$ cat src/rtl/gpio_in.sv
// Memory-mapped GPIO input port: 2-FF synchronizer, optional debounce, W1C edge flags and level IRQ.
// Define GPIO_IN_DEBOUNCE_EN to qualify each pin for DEBOUNCE_CYCLES stable cycles before acceptance.
module gpio_in #(
  parameter int WIDTH           = 2,
  parameter int DEBOUNCE_CYCLES = 16
) (
  input  logic              clk,
  input  logic              rst_n,
  input  logic [31:0]       io_addr,
  input  logic              io_op,
  input  logic [3:0]        io_mask,
  input  logic [31:0]       io_wdata,
  output logic [31:0]       io_rdata,
  input  logic [WIDTH-1:0]  io_gpio,
  output logic              io_irq
);

  // IO bus handshake: there is no valid/ready pair. io_op is a single-cycle write strobe
  // that is always accepted on the next posedge; reads are combinational and side-effect free.

  logic [WIDTH-1:0] s1, s2, stable, rise, fall, irq_en;
  logic [WIDTH-1:0] accept, be, wdata;
  logic [WIDTH-1:0] set_rise, set_fall, clr_rise, clr_fall, en_wr;
  logic [1:0]       sel;

  assign sel   = io_addr[3:2];
  assign wdata = io_wdata[WIDTH-1:0];

  for (genvar g = 0; g < WIDTH; g++) begin : g_be
    assign be[g] = io_mask[g/8];
  end

  always_ff @(posedge clk or negedge rst_n) begin
    if (!rst_n) begin
      s1 <= '0;
      s2 <= '0;
    end else begin
      s1 <= io_gpio;
      s2 <= s1;
    end
  end

`ifdef GPIO_IN_DEBOUNCE_EN
  localparam int            CW      = $clog2(DEBOUNCE_CYCLES);
  localparam logic [CW-1:0] CNT_MAX = CW'(DEBOUNCE_CYCLES - 1);

  // Count consecutive cycles where the synchronized pin disagrees with the accepted level.
  for (genvar g = 0; g < WIDTH; g++) begin : g_deb
    logic [CW-1:0] cnt;
    assign accept[g] = (s2[g] != stable[g]) && (cnt == CNT_MAX);
    always_ff @(posedge clk or negedge rst_n) begin
      if (!rst_n)
        cnt <= '0;
      else if ((s2[g] == stable[g]) || accept[g])
        cnt <= '0;
      else
        cnt <= cnt + 1'b1;
    end
  end

  logic unused_ok;
  assign unused_ok = &{1'b0, io_addr[31:4], io_addr[1:0], io_wdata, io_mask};
`else
  assign accept = s2 ^ stable;

  logic unused_ok;
  assign unused_ok = &{1'b0, io_addr[31:4], io_addr[1:0], io_wdata, io_mask, DEBOUNCE_CYCLES[0]};
`endif

  assign set_rise = accept & s2;
  assign set_fall = accept & ~s2;
  assign clr_rise = (io_op && sel == 2'd1) ? (wdata & be) : '0;
  assign clr_fall = (io_op && sel == 2'd2) ? (wdata & be) : '0;
  assign en_wr    = (io_op && sel == 2'd3) ? be : '0;

  // Set is ORed in after the clear so a new edge is never lost to a simultaneous W1C.
  always_ff @(posedge clk or negedge rst_n) begin
    if (!rst_n) begin
      stable <= '0;
      rise   <= '0;
      fall   <= '0;
      irq_en <= '0;
    end else begin
      stable <= (stable & ~accept) | (s2 & accept);
      rise   <= (rise & ~clr_rise) | set_rise;
      fall   <= (fall & ~clr_fall) | set_fall;
      irq_en <= (irq_en & ~en_wr) | (wdata & en_wr);
    end
  end

  assign io_irq = |((rise | fall) & irq_en);

  always_comb begin
    io_rdata = '0;
    case (sel)
      2'd0:    io_rdata[WIDTH-1:0] = stable;
      2'd1:    io_rdata[WIDTH-1:0] = rise;
      2'd2:    io_rdata[WIDTH-1:0] = fall;
      default: io_rdata[WIDTH-1:0] = irq_en;
    endcase
  end

endmodule

$ cat config.mk
export PLATFORM = sky130hd
export DESIGN_NAME = gpio_in
export DESIGN_NICKNAME = d
export VERILOG_FILES = /design/src/rtl/gpio_in.sv
export SDC_FILE = /design/constraint.sdc
export NUM_CORES = 1
export LEC_CHECK = 0
export ABC_AREA = 0
export BUFFER_PORTS_ARGS = -buffer_cell sky130_fd_sc_hd__buf_2
export CAP_MARGIN = 20
export CORE_ASPECT_RATIO = 0.5
export CORE_UTILIZATION = 27
export DETAILED_ROUTE_END_ITERATION = 6
export PLACE_DENSITY = 0.76
export SLEW_MARGIN = 20
export SYNTH_ARGS = -nofsm -noshare
export SYNTH_HDL_FRONTEND = slang
export SYNTH_SLANG_ARGS = --single-unit
$ cat constraint.sdc
create_clock -name clk -period 1.2 [get_ports clk]
set_clock_uncertainty 0.15 [all_clocks]
set_input_delay 0.36 -clock clk [delete_from_list [all_inputs] [get_ports clk]]
set_output_delay 0.36 -clock clk [all_outputs]
set_load 0.01 [all_outputs]
==> flow_metrics.py <==
metrics = {
    "floorplanning": {
        "initial_utilization_pct": 28.6,
        "io_pins": 106,
        "fp-row-count": 13,
        "core_area_sq_mm": 0.00260,
        "dieArea_sq_mm": 0.00298,
        "die_w_microns": 76.3,
        "die_h_microns": 39.1,
    },
    "layout": {
        "multiInputGateArea_sq_um": 287,
        "final_common_cell": "conb_1",
        "design_area_sq_um": 871,
        "final_cell_mix": "30 x conb_1, 12 x dfrtp_1, 12 x buf_2, 8 x inv_1, 8 x buf_4",
        "drive_gt1_share_pct": 34.7,
        "num-nets-final": 169,
        "area_delta_synth_final_pct": 17.0,
        "regArea_sq_um": 300,
        "fill_cells": 277,
        "n_antenna_cell": 0,
    },
    "timing": {
        "worst_slack_ns": -0.538,
        "rsz0062_at_grt": "true",
        "hold_violations": 0,
        "period_share_pct": 145,
        "final-max-slew-violation-count": 0,
        "fin_crit_ns": 1.74,
        "setup-violations-final": 3,
        "fmax_mhz": 575,
    },
    "route": {
        "wl_per_cell_microns": 8.29,
        "drt-total-wl_microns": 1090,
        "dr.pass1.iters": 4,
        "vias": 479,
        "viasPerCell": 3.63,
        "ant_nets": 0,
        "drc_errors": 0,
        "drtIter0Drc": 11,
    },
    "run": {
        "cap_viol_max_count": 0,
    },
    "yosys": {
        "synth-xor-area-share_pct": 0,
        "synth_top_family_by_area": "buffers and inverters",
        "syn_avg_cell_area_sq_um": 10.5,
        "ys_ff_latch": 12,
        "netlist_instances": 71,
        "synth_top_cell_by_area": "dfrtp_1",
        "yosys-top-cells-area": "dfrtp_1 40%, buf_4 30%, mux4_1 7.1%",
        "syn_area_sq_um": 744,
        "synth_fa_ha_area_share_pct": 0,
        "synth_compound_area_share_pct": 6.05,
        "yosysWarnings": 0,
        "synth_top_area_share_pct": 40.3,
        "yosys-mux-area-fraction_pct": 10.1,
        "yosys.area_share.simple_pct": 7.73,
        "synth_cell_types": 13,
        "yosysSeqAreaShare_pct": 40.3,
    },
    "global_routing": {
        "gr-usage-all-layers_pct": 8.27,
        "grt_pass1_vias": 466,
        "antenna_found_initial": 0,
        "grt_max_degree": 13,
        "grt_overflow": 0,
        "grt_pass1_wl_microns": 1860,
    },
    "worst_setup_path": {
        "startpoint_type": "flop",
        "worstPathRequired_ns": 0.69,
        "crit_arrival_ns": 1.23,
        "worst-r2r-setup-slack_ns": 0.04,
        "end_kind": "output pin",
        "reg2reg_depth": 3,
        "crit_type": "flop to output pin",
        "cp_max_fo": 2,
    },
    "clock_tree": {
        "clockBufferDepth": 2,
        "cts_root_buf": "clkbuf_8",
        "clk_pin_slew_worst_paths_ns": 0.05,
        "clock_latency_ns": 0.24,
        "cts_tree": "built",
        "h-tree-depth": 1,
        "cts_made_buffers": 3,
        "cts.sinks": 12,
    },
    "place": {
        "dpl-instance-area_sq_um": 772,
        "gp_congestion": 0.798,
        "port-buffer-count": 12,
        "hpwl_microns": 864,
    },
    "status": {
        "status": "finished, violations left",
        "violations": "setup timing",
    },
    "worst_hold_path": {
        "hold_class": "primary input to flop",
        "min_from": "io_gpio[1]",
        "min_path_cells": 1,
        "min_to": "s1[1]$_DFF_PN0_",
    },
    "power": {
        "power.total_uw": 1090,
        "vdd_ir_drop_max_uv": 500,
        "p_leak_uw": 0.000470,
        "power.density_mw_per_mm2": 1250,
    },
}
-- metal layers --
metal  GRT usage [%]  vias to the layer above  wire length (microns)
li1                -                      221                      -
met3           0.941                        0                     56
met5               0                        -                      0
met1            7.17                      231                    389
met2            18.0                       27                    648
met4            8.17                        0                      0
-- stage by stage --
step,TNS [ns],hold WS [ns],util [%],setup WS (ns),std cells
4_1_cts,-1.47,0.0690,33.2,-0.549,131
3_5_place_dp,-1.86,0.0936,29.7,-0.446,124
5_1_grt,-1.58,0.0674,33.5,-0.565,132
2_1_floorplan,-0.352,-0.0856,-,-0.176,100
6_report,-1.49,0.0774,33.5,-0.538,132
3_3_place_gp,-1.76,0.0933,29.7,-0.452,124
-- synthesized netlist by cell type --
cell type and number:
nand2b_1 4, conb_1 1, clkbuf_1 2, o221ai_1 4, nand2_1 1, and4b_2 2
buf_4 30, mux2_2 2, dfrtp_1 12, nand4_1 1, o21ai_0 2, inv_1 8
mux4_1 2
-- worst max-delay path by stage --
stage                     slack (ns)     endpoint  cells past startpoint
final                          -0.54  io_rdata[1]                      2
after floorplan                -0.18  io_rdata[0]                      1
after detailed placement       -0.45  io_rdata[0]                      3
after global routing           -0.56  io_rdata[0]                      2
after CTS                      -0.55  io_rdata[0]                      2
after global placement         -0.45  io_rdata[1]                      3
-- critical path, cell delays in order (launching register included) --
cell and delay, ns:
dfrtp_1 0.38, mux4_2 0.46, buf_2 0.15
-- layout make-up --
| class | instances | area share (%) |
|---|---|---|
| clock buffers | 4 | 6.32 |
| inverters | 8 | 3.45 |
| multi-input cells | 48 | 32.9 |
| flip-flops and latches | 12 | 34.5 |
| well taps | 37 | 5.32 |
| repair buffers | 23 | 17.5 |
-- power by group --
| group | total [uW] | internal [uW] | leakage (uW) | switching [uW] |
|---|---|---|---|---|
| sequential | 450 | 434 | 0.000130 | 15.5 |
| combinational | 211 | 101 | 0.000312 | 111 |
| clock | 431 | 289 | 0.0000288 | 142 |
| total | 1090 | 824 | 0.000470 | 268 |
-- logic make-up after synthesis --
kind of cell / count (synthesis)
compound gates: 6
flops: 12
buf+inv: 40
other cells: 1
simple gates: 8
mux: 4
-- timing repair --
item / 4_1_cts / 5_1_grt
gates resized for setup: 5 / 0
pin swaps: 2 / 0
endpoints found under the hold margin: 12 / 0
cloned: 0 / 0
hold buffers: 1 / 0
setup endpoints to repair: 3 / 3
setup buffers: 2 / 1
Note: power is estimated with default switching activity, not from simulation.
